<file path="config.mk">
export PLATFORM = sky130hd
export DESIGN_NAME = mult_result_stage_flat
export DESIGN_NICKNAME = d
export VERILOG_FILES = /design/src/rtl/mult_result_stage_pkg.sv /design/src/rtl/mult_result_stage_if.sv /design/src/rtl/mult_result_stage_skid.sv /design/src/rtl/mult_result_stage.sv /design/src/flat_wrapper.sv
export SDC_FILE = /design/constraint.sdc
export NUM_CORES = 1
export LEC_CHECK = 0
export ABC_AREA = 1
export ABC_CLOCK_PERIOD_IN_PS = 1290
export BUFFER_PORTS_ARGS = -buffer_cell sky130_fd_sc_hd__buf_2
export CAP_MARGIN = 10
export CORE_MARGIN = 2
export CORE_UTILIZATION = 47
export CTS_CLUSTER_DIAMETER = 30
export DETAILED_ROUTE_END_ITERATION = 6
export GPL_TIMING_DRIVEN = 0
export MAX_ROUTING_LAYER = met4
export PLACE_DENSITY = 0.8
export SYNTH_ARGS = -nofsm -noshare
export SYNTH_HDL_FRONTEND = slang
export SYNTH_SLANG_ARGS = --single-unit
export TNS_END_PERCENT = 50
</file>
<file path="constraint.sdc">
create_clock -name clk -period 1.29 [get_ports clk]
set_clock_uncertainty 0.05 [all_clocks]
set_input_delay 0.3225 -clock clk [delete_from_list [all_inputs] [get_ports clk]]
set_output_delay 0.3225 -clock clk [all_outputs]
set_load 0.01 [all_outputs]
</file>
<file path="src/rtl/mult_result_stage_pkg.sv">
// ============================================================================
// Module      : mult_pkg
// Description : Shared types for the multiplier result stage.
// Revision    : 1.0 - initial release
// ============================================================================
`default_nettype none

package mult_pkg;

    localparam int WIDTH = 4;

    typedef struct packed {
        logic [WIDTH-1:0] res;
        logic             z;
        logic             n;
    } mult_entry_t;

    typedef enum logic [1:0] {
        EMPTY = 2'd0,
        ONE   = 2'd1,
        FULL  = 2'd2
    } state_t;

    function automatic mult_entry_t make_entry(input logic [WIDTH-1:0] value);
        mult_entry_t e;
        e.res = value;
        e.z   = (value == '0);
        e.n   = value[WIDTH-1];
        return e;
    endfunction

endpackage

`default_nettype wire

</file>
<file path="src/rtl/mult_result_stage_if.sv">
// ============================================================================
// Module      : mult_result_stage_if
// Description : Upstream/downstream handshake bundle for mult_result_stage.
// Revision    : 1.0 - initial release
// ============================================================================
`default_nettype none

interface mult_result_stage_if
    import mult_pkg::*;
#(
    parameter int CNT_W = 8
);
    logic             in_valid;
    logic             in_ready;
    logic [WIDTH-1:0] in_res;
    logic             out_valid;
    logic             out_ready;
    logic [WIDTH-1:0] out_res;
    logic             out_z;
    logic             out_n;
    logic             cnt_clr;
    logic [CNT_W-1:0] res_count;

    modport master (
        output in_valid, in_res, out_ready, cnt_clr,
        input  in_ready, out_valid, out_res, out_z, out_n, res_count
    );

    modport slave (
        input  in_valid, in_res, out_ready, cnt_clr,
        output in_ready, out_valid, out_res, out_z, out_n, res_count
    );
endinterface

`default_nettype wire

</file>
<file path="src/rtl/mult_result_stage_skid.sv">
// ============================================================================
// Module      : skid_buffer_2
// Description : 2-entry valid/ready skid buffer with fully registered outputs.
// Revision    : 1.0 - initial release
// ============================================================================
`default_nettype none

module skid_buffer_2
    import mult_pkg::*;
(
    input  wire logic        clk,
    input  wire logic        rst_n,
    input  wire logic        i_up_valid,
    output logic             o_up_ready,
    input  wire mult_entry_t i_up_data,
    output logic             o_dn_valid,
    input  wire logic        i_dn_ready,
    output mult_entry_t      o_dn_data
);

    state_t      r_state;
    state_t      w_state_nxt;
    mult_entry_t r_main;
    mult_entry_t r_skid;
    logic        r_up_ready;
    logic        r_dn_valid;

    logic w_accept;
    logic w_deliver;
    logic w_load_main;
    logic w_main_from_skid;
    logic w_load_skid;

    assign w_accept  = i_up_valid & r_up_ready;
    assign w_deliver = r_dn_valid & i_dn_ready;

    always_comb begin
        w_state_nxt      = r_state;
        w_load_main      = 1'b0;
        w_main_from_skid = 1'b0;
        w_load_skid      = 1'b0;
        case (r_state)
            EMPTY: begin
                if (w_accept) begin
                    w_state_nxt = ONE;
                    w_load_main = 1'b1;
                end
            end
            ONE: begin
                if (w_accept && w_deliver) begin
                    w_load_main = 1'b1;
                end else if (w_accept) begin
                    w_state_nxt = FULL;
                    w_load_skid = 1'b1;
                end else if (w_deliver) begin
                    w_state_nxt = EMPTY;
                end
            end
            FULL: begin
                if (w_deliver) begin
                    w_state_nxt      = ONE;
                    w_load_main      = 1'b1;
                    w_main_from_skid = 1'b1;
                end
            end
            default: w_state_nxt = EMPTY;
        endcase
    end

    // Ready/valid are re-registered from the next state so neither output
    // depends combinationally on the opposite side of the handshake.
    always_ff @(posedge clk or negedge rst_n) begin
        if (!rst_n) begin
            r_state    <= EMPTY;
            r_main     <= '0;
            r_skid     <= '0;
            r_up_ready <= 1'b1;
            r_dn_valid <= 1'b0;
        end else begin
            r_state    <= w_state_nxt;
            r_up_ready <= (w_state_nxt != FULL);
            r_dn_valid <= (w_state_nxt != EMPTY);
            if (w_load_main) begin
                r_main <= w_main_from_skid ? r_skid : i_up_data;
            end
            if (w_load_skid) begin
                r_skid <= i_up_data;
            end
        end
    end

    assign o_up_ready = r_up_ready;
    assign o_dn_valid = r_dn_valid;
    assign o_dn_data  = r_main;

endmodule

`default_nettype wire

</file>
<file path="src/rtl/mult_result_stage.sv">
// ============================================================================
// Module      : mult_result_stage
// Description : Registered multiplier output stage with flags and result count.
// Revision    : 1.0 - initial release
// ============================================================================
`default_nettype none

module mult_result_stage
    import mult_pkg::*;
#(
    parameter int CNT_W = 8
) (
    input  wire logic           clk,
    input  wire logic           rst_n,
    mult_result_stage_if.slave  bus
);

    mult_entry_t      w_in_entry;
    mult_entry_t      w_out_entry;
    logic             w_out_valid;
    logic             w_deliver;
    logic [CNT_W-1:0] r_count;

    // Flags are computed before capture so they travel with their product.
    assign w_in_entry = make_entry(bus.in_res);

    skid_buffer_2 u_skid (
        .clk        (clk),
        .rst_n      (rst_n),
        .i_up_valid (bus.in_valid),
        .o_up_ready (bus.in_ready),
        .i_up_data  (w_in_entry),
        .o_dn_valid (w_out_valid),
        .i_dn_ready (bus.out_ready),
        .o_dn_data  (w_out_entry)
    );

    assign w_deliver = w_out_valid & bus.out_ready;

    always_ff @(posedge clk or negedge rst_n) begin
        if (!rst_n) begin
            r_count <= '0;
        end else if (bus.cnt_clr) begin
            r_count <= '0;
        end else if (w_deliver) begin
            r_count <= r_count + 1'b1;
        end
    end

    assign bus.out_valid = w_out_valid;
    assign bus.out_res   = w_out_entry.res;
    assign bus.out_z     = w_out_entry.z;
    assign bus.out_n     = w_out_entry.n;
    assign bus.res_count = r_count;

endmodule

`default_nettype wire

</file>
<file path="src/flat_wrapper.sv">
// flat-port wrapper written by rule: the top's interface ports become plain ports
module mult_result_stage_flat import mult_pkg::*;
#(
    parameter int CNT_W = 8
)
  (clk, rst_n, bus_in_valid, bus_in_res, bus_out_ready, bus_cnt_clr, bus_in_ready, bus_out_valid, bus_out_res, bus_out_z, bus_out_n, bus_res_count);
  mult_result_stage_if #(.CNT_W(CNT_W)) bus_i ();
  input  wire logic clk;
  input  wire logic rst_n;
  input wire logic [$bits(bus_i.in_valid)-1:0] bus_in_valid;
  input wire logic [$bits(bus_i.in_res)-1:0] bus_in_res;
  input wire logic [$bits(bus_i.out_ready)-1:0] bus_out_ready;
  input wire logic [$bits(bus_i.cnt_clr)-1:0] bus_cnt_clr;
  output wire logic [$bits(bus_i.in_ready)-1:0] bus_in_ready;
  output wire logic [$bits(bus_i.out_valid)-1:0] bus_out_valid;
  output wire logic [$bits(bus_i.out_res)-1:0] bus_out_res;
  output wire logic [$bits(bus_i.out_z)-1:0] bus_out_z;
  output wire logic [$bits(bus_i.out_n)-1:0] bus_out_n;
  output wire logic [$bits(bus_i.res_count)-1:0] bus_res_count;
  assign bus_i.in_valid = bus_in_valid;
  assign bus_i.in_res = bus_in_res;
  assign bus_i.out_ready = bus_out_ready;
  assign bus_i.cnt_clr = bus_cnt_clr;
  assign bus_in_ready = bus_i.in_ready;
  assign bus_out_valid = bus_i.out_valid;
  assign bus_out_res = bus_i.out_res;
  assign bus_out_z = bus_i.out_z;
  assign bus_out_n = bus_i.out_n;
  assign bus_res_count = bus_i.res_count;
  mult_result_stage #(.CNT_W(CNT_W)) u_core (.clk(clk), .rst_n(rst_n), .bus(bus_i));
endmodule
</file>
==> summary.md, run 1 <==
| Metric | Value |
|---|---|
| Mapped Area | `0.00111 sq mm` |
| Largest net degree at the start of global routing | `23` |
| Fin crit period | `1.36 ns` |
| Post-synthesis register bit count | `22` |
| WL met3 | `127 um` |
| Routed len/inst | `12.0 um` |
| # port buffers | `24` |
| Post-DR vias/cell | `5.04` |
| Synth area leaders | `dfrtp_1 (47%), nand2_1 (16%), inv_1 (6.4%)` |
| Sequential fraction of the synthesis area | `0.498` |
| Skew-Pair Late Insertion Delay | `0.32 ns` |
| Post-synth top flop | `dfrtp_1` |
| FF-to-FF End | `u_core.u_skid.o_dn_valid` |
| Die X-Extent | `52.5 um` |
| Final Hold Fails | `0` |
| EDFF count, synth | `0` |
| Placer Congestion | `0.821` |
| Initial antenna violation count | `0` |
| Post-DP HPWL | `1680 um` |
| Slew Viols, Final | `0` |
| # setup viols final | `7` |
| Top sig layer | `met4` |
| Worst slew margin | `0.680` |
| Crit path buf inv count | `1` |
| IO Count | `25` |
| CP Max Fanout | `2` |
| CP max stage delay | `0.57 ns` |
| Max Cap Viol | `0` |
| P&R area growth vs syn | `28.6%` |
| Share of power burned in registers | `0.437` |
| Rows | `17` |
| Fin util | `0.644` |
| Async set-reset flop share out of synthesis | `1.00` |
| GRT Util Overall | `0.203` |
| TritonCTS buffer count | `3` |
| Synth cell types | `19` |
| P_int | `1.56 mW` |
| Most used standard cell by instance count after synthesis | `nand2_1` |
| CP max-delay cell | `dfstp_2` |
| Multi-input combinational cell area | `488 sq um` |
| Placed Instances | `198` |
| RSZ-0062 raised after global routing | `yes` |
| Vias in the first global route | `968` |
| Synth top area share | `0.475` |
| Starting Density | `0.501` |
| End of the worst hold path | `u_core.bus.res_count[1]` |
| Power Density | `1760 mW/mm^2` |
| Slew @ Worst Pin | `0.480 ns` |
| Switching pwr | `953 uW` |
| # diodes | `0` |
| Layout Nets | `190` |
| Clk root buf | `clkbuf_4` |
| Peak VDD IR | `0.00160 V` |
| Critical path capture point type | `primary output` |
| Full die area | `0.00276 sq mm` |
| CP Data Arrival Time | `0.99 ns` |
| Bufs on Longest Clock Path | `2` |
| CP required | `0.92 ns` |
| LEAKAGE | `0.774 nW` |
| Outcome | `complete, but fails checks` |
| Die height | `52.5 um` |
| Core area | `0.00221 sq mm` |
| CP Launch Type | `flip-flop` |
| Worst r2r src | `u_core.u_skid.o_dn_valid` |
| Yosys top cell by area | `dfrtp_1` |
| Failing checks | `negative setup slack` |
| Residual DRC | `0` |
| Final cycle utilization of the critical path | `1.05` |
| WHS Path Cells | `2` |
| Fmax | `0.736 GHz` |
| Non-filler cells, final | `207` |
| Share of cells above drive strength 1 | `0.296` |
| ANT nets after route | `0` |
| Yosys warnings | `0` |
| Hold Path Origin | `bus_cnt_clr` |
| Clock sink total | `22` |
| Worst reg2reg path depth | `6` |
| Wl on met1 | `1130 um` |
| Sw Share | `0.379` |
| Post-synthesis cell count | `146` |
| CTS tree | `built` |
| Register area | `554 sq um` |
| Fill cells | `197` |
| Drt initial violations | `13` |
| Syn Area/Cell | `7.58 sq um` |
| H-tree depth | `1` |
| Post-synth net total | `156` |
| Total gr overflow | `0` |
| Drt pass-1 iters | `4` |
| Via count | `1044` |
| Metal2 WL | `1200 um` |
| Total wire length | `2490 um` |
| First-pass GRT wire length | `3980 um` |
| Clock transition at path regs | `0.12 ns` |
| Largest delay share family, worst path | `flip-flops` |
| Hold/Removal Path Class | `in2reg` |
| Most common library cells after synthesis | `nand2_1 (47), dfrtp_1 (21), inv_1 (19)` |
| Clock power frac | `0.158` |
| Crit path kind | `reg2out` |
| FF-to-FF setup slack | `0.01 ns` |
| CP Cell Sequence | `buf_6` |
| Combinational power share | `0.405` |
| Final setup margin | `-0.0686 ns` |
layout make-up:
cell class              count  area share
plain buffers               2      0.0158
clock buffers               4      0.0255
inverters                  21      0.0554
multi-input cells         100       0.343
flip-flops and latches     22       0.389
well taps                  28      0.0246
repair buffers             30       0.147
worst max-delay path by stage:
stage / cells after the start / start / to
2_1_floorplan: 6 / u_core.u_skid.o_up_ready / u_core.u_skid.r_skid[1]
5_1_grt: 1 / u_core.u_skid.o_up_ready / bus_in_ready
3_3_place_gp: 6 / u_core.u_skid.o_up_ready / u_core.u_skid.r_skid[1]
3_5_place_dp: 6 / u_core.u_skid.o_up_ready / u_core.u_skid.r_skid[1]
4_1_cts: 1 / u_core.u_skid.o_up_ready / bus_in_ready
6_report: 1 / u_core.u_skid.o_up_ready / bus_in_ready
metal layers:
layer  vias up  GRT usage
met5         -          -
met4         0     0.0812
met3         5     0.0343
met2        31      0.323
met1       492      0.260
li1        516          -
registers in the layout (all words and copies together) (netlist names):
register / cells
u_core.bus.res_count: 8
u_core.u_skid.o_dn_data: 5
u_core.u_skid.o_dn_valid: 1
u_core.u_skid.o_up_ready: 1
u_core.u_skid.r_skid: 5
u_core.u_skid.r_state: 2
timing repair:
item                                    in CTS  in global routing
buffers inserted                             2                  3
hold buffers                                 1                  0
endpoints found under the setup margin      15                 23
endpoints found under the hold margin       21                  0
pin swaps                                    2                  2
resized for setup                            6                  9
gates cloned                                 0                  0
power by group through the flow:
stage / Sequential [mW] / Combinational [mW] / Clock, mW
finish: 1.10 / 1.02 / 0.397
global route: 1.12 / 1.14 / 0.425
CTS: 1.09 / 0.926 / 0.399
floorplan: 1.12 / 0.515 / 0
global placement: 1.07 / 0.794 / 0
detailed placement: 1.09 / 0.825 / 0
kinds of logic after synthesis:
logic type                 count (synthesis)  share of synthesized area
and+or+nand+nor                           88                      0.343
buffers and inverters                     24                     0.0915
DFF                                       22                      0.498
AOI/OAI and AO/OA                         11                     0.0554
adders and majority gates                  1                     0.0113
layout by cell type, fill, tap and decap left out:
cell           count
ha_1               1
nand2_1           45
dfstp_2            1
nand4_1            2
inv_1             19
a21oi_2            2
buf_6              7
buf_12             1
o21a_1             1
dfrtp_1           19
inv_2              2
nand3_2            2
clkbuf_4           3
dlygate4sd3_1      1
nand2_4            2
buf_2             20
o21ai_1            5
nand2_2            4
a21oi_1            3
nor3_1             1
buf_4              3
nor2_4             3
dfrtp_2            2
nor2_1            18
clkbuf_8           1
nand3_1           11
per-stage QoR:
step | power [mW] | instance area, sq um | hold WS, ns | setup TNS (ns) | setup WS, ns
after floorplan | 1.63 | 1110 | -0.0231 | 0 | 0.00237
after global placement | 1.87 | 1270 | 0.253 | -0.00497 | -0.00497
after detailed placement | 1.91 | 1270 | 0.268 | -0.0400 | -0.0237
after CTS | 2.41 | 1350 | 0.161 | -0.110 | -0.0720
after global routing | 2.69 | 1420 | 0.186 | -0.789 | -0.103
final | 2.51 | 1420 | 0.165 | -0.162 | -0.0686
No activity file was read; power rests on OpenSTA's default activity.
==> inputs of run 2 (changes only) <==
- CORE_MARGIN: 2 -> 4
==> run 2 against run 1 <==
The flow still finishes with violations (negative setup slack); clock power fell by 6.0%; sequential power about the same; sequential cell count did not move; critical path type unchanged; critical path depth did not move.
==> summary.md, run 2 (synthesis gave the netlist of run 1 again) <==
| Metric | Value |
|---|---|
| TritonCTS buffer count | `3 (unchanged)` |
| CTS tree | `built (unchanged)` |
| Final setup margin | `-0.0545 ns (was -0.0686 ns)` |
| Full die area | `0.00320 sq mm (was 0.00276 sq mm)` |
| WHS | `0.182 ns (was 0.165 ns)` |
| RSZ-0062 raised after global routing | `yes (unchanged)` |
| Post-route setup TNS | `-0.130 ns (was -0.162 ns)` |
| Max FFs per register | `8 (unchanged)` |
| Layout Nets | `188 (was 190)` |
| Power Density | `1760 mW/mm^2 (about the same)` |
| Failing checks | `negative setup slack (unchanged)` |
| Rows | `17 (unchanged)` |
| Total wire length | `2400 um (was 2490 um)` |
| Drt initial violations | `39 (was 13)` |
| Clock sink total | `22 (unchanged)` |
| Final Hold Fails | `0 (unchanged)` |
| Skew-Pair Late Insertion Delay | `0.30 ns (was 0.32 ns)` |
| Combinational power share | `0.399 (was 0.405)` |
| Largest net degree at the start of global routing | `23 (unchanged)` |
| Share of cells above drive strength 1 | `0.288 (was 0.296)` |
| Clock power frac | `0.153 (was 0.158)` |
| Fin crit period | `1.34 ns (was 1.36 ns)` |
| ANT nets after route | `0 (unchanged)` |
| WL met3 | `131 um (was 127 um)` |
| Initial antenna violation count | `0 (unchanged)` |
| Core area | `0.00223 sq mm (was 0.00221 sq mm)` |
| CP Cell Sequence | `buf_6 (unchanged)` |
| P&R area growth vs syn | `24.6% (was 28.6%)` |
| First-pass GRT wire length | `4110 um (was 3980 um)` |
| CP required | `0.92 ns (about the same)` |
| Hold/Removal Path Class | `in2reg (unchanged)` |
| Post-DP HPWL | `1710 um (was 1680 um)` |
| Clock transition at path regs | `0.12 ns (about the same)` |
| Commonest non-fill, non-tap cell in the layout | `nand2_1 (unchanged)` |
| Top sig layer | `met4 (unchanged)` |
| Bufs on Longest Clock Path | `2 (unchanged)` |
| P_int | `1.51 mW (was 1.56 mW)` |
| Switching pwr | `928 uW (was 953 uW)` |
| Total gr overflow | `0 (unchanged)` |
| Peak VDD IR | `0.00155 V (was 0.00160 V)` |
| Slew @ Worst Pin | `0.489 ns (was 0.480 ns)` |
| Crit path kind | `reg2out (unchanged)` |
| Placer Congestion | `0.819 (was 0.821)` |
| CP max-delay cell | `dfstp_2 (unchanged)` |
| IO Count | `25 (unchanged)` |
| Fmax | `0.744 GHz (was 0.736 GHz)` |
| # setup viols final | `7 (unchanged)` |
| Total power | `2.44 mW (was 2.51 mW)` |
| H-tree depth | `1 (unchanged)` |
| Metal2 WL | `1140 um (was 1200 um)` |
| Share of power burned in registers | `0.448 (was 0.437)` |
| CP max stage delay | `0.57 ns (about the same)` |
| Residual DRC | `0 (unchanged)` |
| CP Launch Type | `flip-flop (unchanged)` |
| Most frequent cells in the layout | `nand2_1 (46), buf_2 (22), dfrtp_1 (20) (was nand2_1 (45), buf_2 (20), inv_1 (19), dfrtp_1 (19), nor2_1 (18))` |
| Starting Density | `0.496 (was 0.501)` |
| Wl on met1 | `1110 um (was 1130 um)` |
| Crit path buf inv count | `1 (unchanged)` |
| Sw Share | `0.381 (was 0.379)` |
| CP Data Arrival Time | `0.97 ns (was 0.99 ns)` |
| Largest delay share family, worst path | `flip-flops (unchanged)` |
| Worst slew margin | `0.674 (was 0.680)` |
| GRT Util Overall | `0.164 (was 0.203)` |
| # diodes | `0 (unchanged)` |
| Routed len/inst | `11.7 um (was 12.0 um)` |
| Max Cap Viol | `0 (unchanged)` |
| Outcome | `complete, but fails checks (unchanged)` |
| Post-DR vias/cell | `4.86 (was 5.04)` |
| Clk root buf | `clkbuf_4 (unchanged)` |
| Critical path capture point type | `primary output (unchanged)` |
| LEAKAGE | `0.763 nW (was 0.774 nW)` |
| Vias in the first global route | `925 (was 968)` |
| CP Max Fanout | `2 (unchanged)` |
| Die height | `56.5 um (was 52.5 um)` |
| # port buffers | `24 (unchanged)` |
| Drt pass-1 iters | `4 (unchanged)` |
| Slew Viols, Final | `0 (unchanged)` |
| Final cycle utilization of the critical path | `1.04 (was 1.05)` |
| Die X-Extent | `56.5 um (was 52.5 um)` |
| Via count | `997 (was 1044)` |
==> run 2: power groups by stage <==
| stage | Combinational [mW] | Sequential, mW | Clock, mW |
|---|---|---|---|
| floorplan | 0.515 | 1.12 | 0 |
| global placement | 0.799 | 1.07 | 0 |
| detailed placement | 0.823 | 1.09 | 0 |
| CTS | 0.882 | 1.09 | 0.396 |
| global route | 1.08 | 1.12 | 0.421 |
| finish | 0.971 | 1.09 | 0.373 |
==> run 2: layer usage <==
metal	vias to the layer above	GRT usage
li1	518	-
met1	452	0.230
met2	25	0.244
met3	2	0.0230
met4	0	0.0508
met5	-	-
==> run 2: final timing paths <==
kind,endpoint,depth (start not counted),startpoint,slack (ns)
worst max-delay path,bus_in_ready,1,u_core.u_skid.o_up_ready,-0.05
worst max register to register,u_core.u_skid.r_skid[1],6,u_core.u_skid.o_up_ready,-0.02
max in group asynchronous,u_core.u_skid.o_dn_valid,2,rst_n,0.39
worst min register to register,u_core.u_skid.r_skid[5],2,u_core.u_skid.r_skid[5],0.46
worst min-delay path,u_core.bus.res_count[1],2,bus_cnt_clr,0.18
min in group asynchronous,u_core.u_skid.r_skid[5],2,rst_n,0.45
==> run 2: final cells by class <==
| class | instances | area, sq um |
|---|---|---|
| Multi-Input combinational cell | 100 | 489 |
| Tap cell | 28 | 35.0 |
| Clock buffer | 4 | 36.3 |
| Fill cell | 197 | 853 |
| Inverter | 21 | 78.8 |
| Sequential cell | 22 | 553 |
| Buffer | 2 | 22.5 |
| Timing Repair Buffer | 28 | 165 |
==> run 2: per-stage QoR <==
stage	worst slack [ns]	area, sq um	std cells	utilization
2_1_floorplan	0.00237	1110	146	-
3_3_place_gp	-0.00660	1270	198	0.568
3_5_place_dp	-0.0314	1270	198	0.568
4_1_cts	-0.0616	1340	203	0.599
5_1_grt	-0.108	1380	205	0.618
6_report	-0.0545	1380	205	0.618
==> run 2: what timing repair did <==
item,4_1_cts,5_1_grt
setup buffers,1,2
endpoints found under the hold margin,21,0
pin swaps,2,2
endpoints found under the setup margin,15,27
gates resized for setup,5,7
hold buffers,1,0
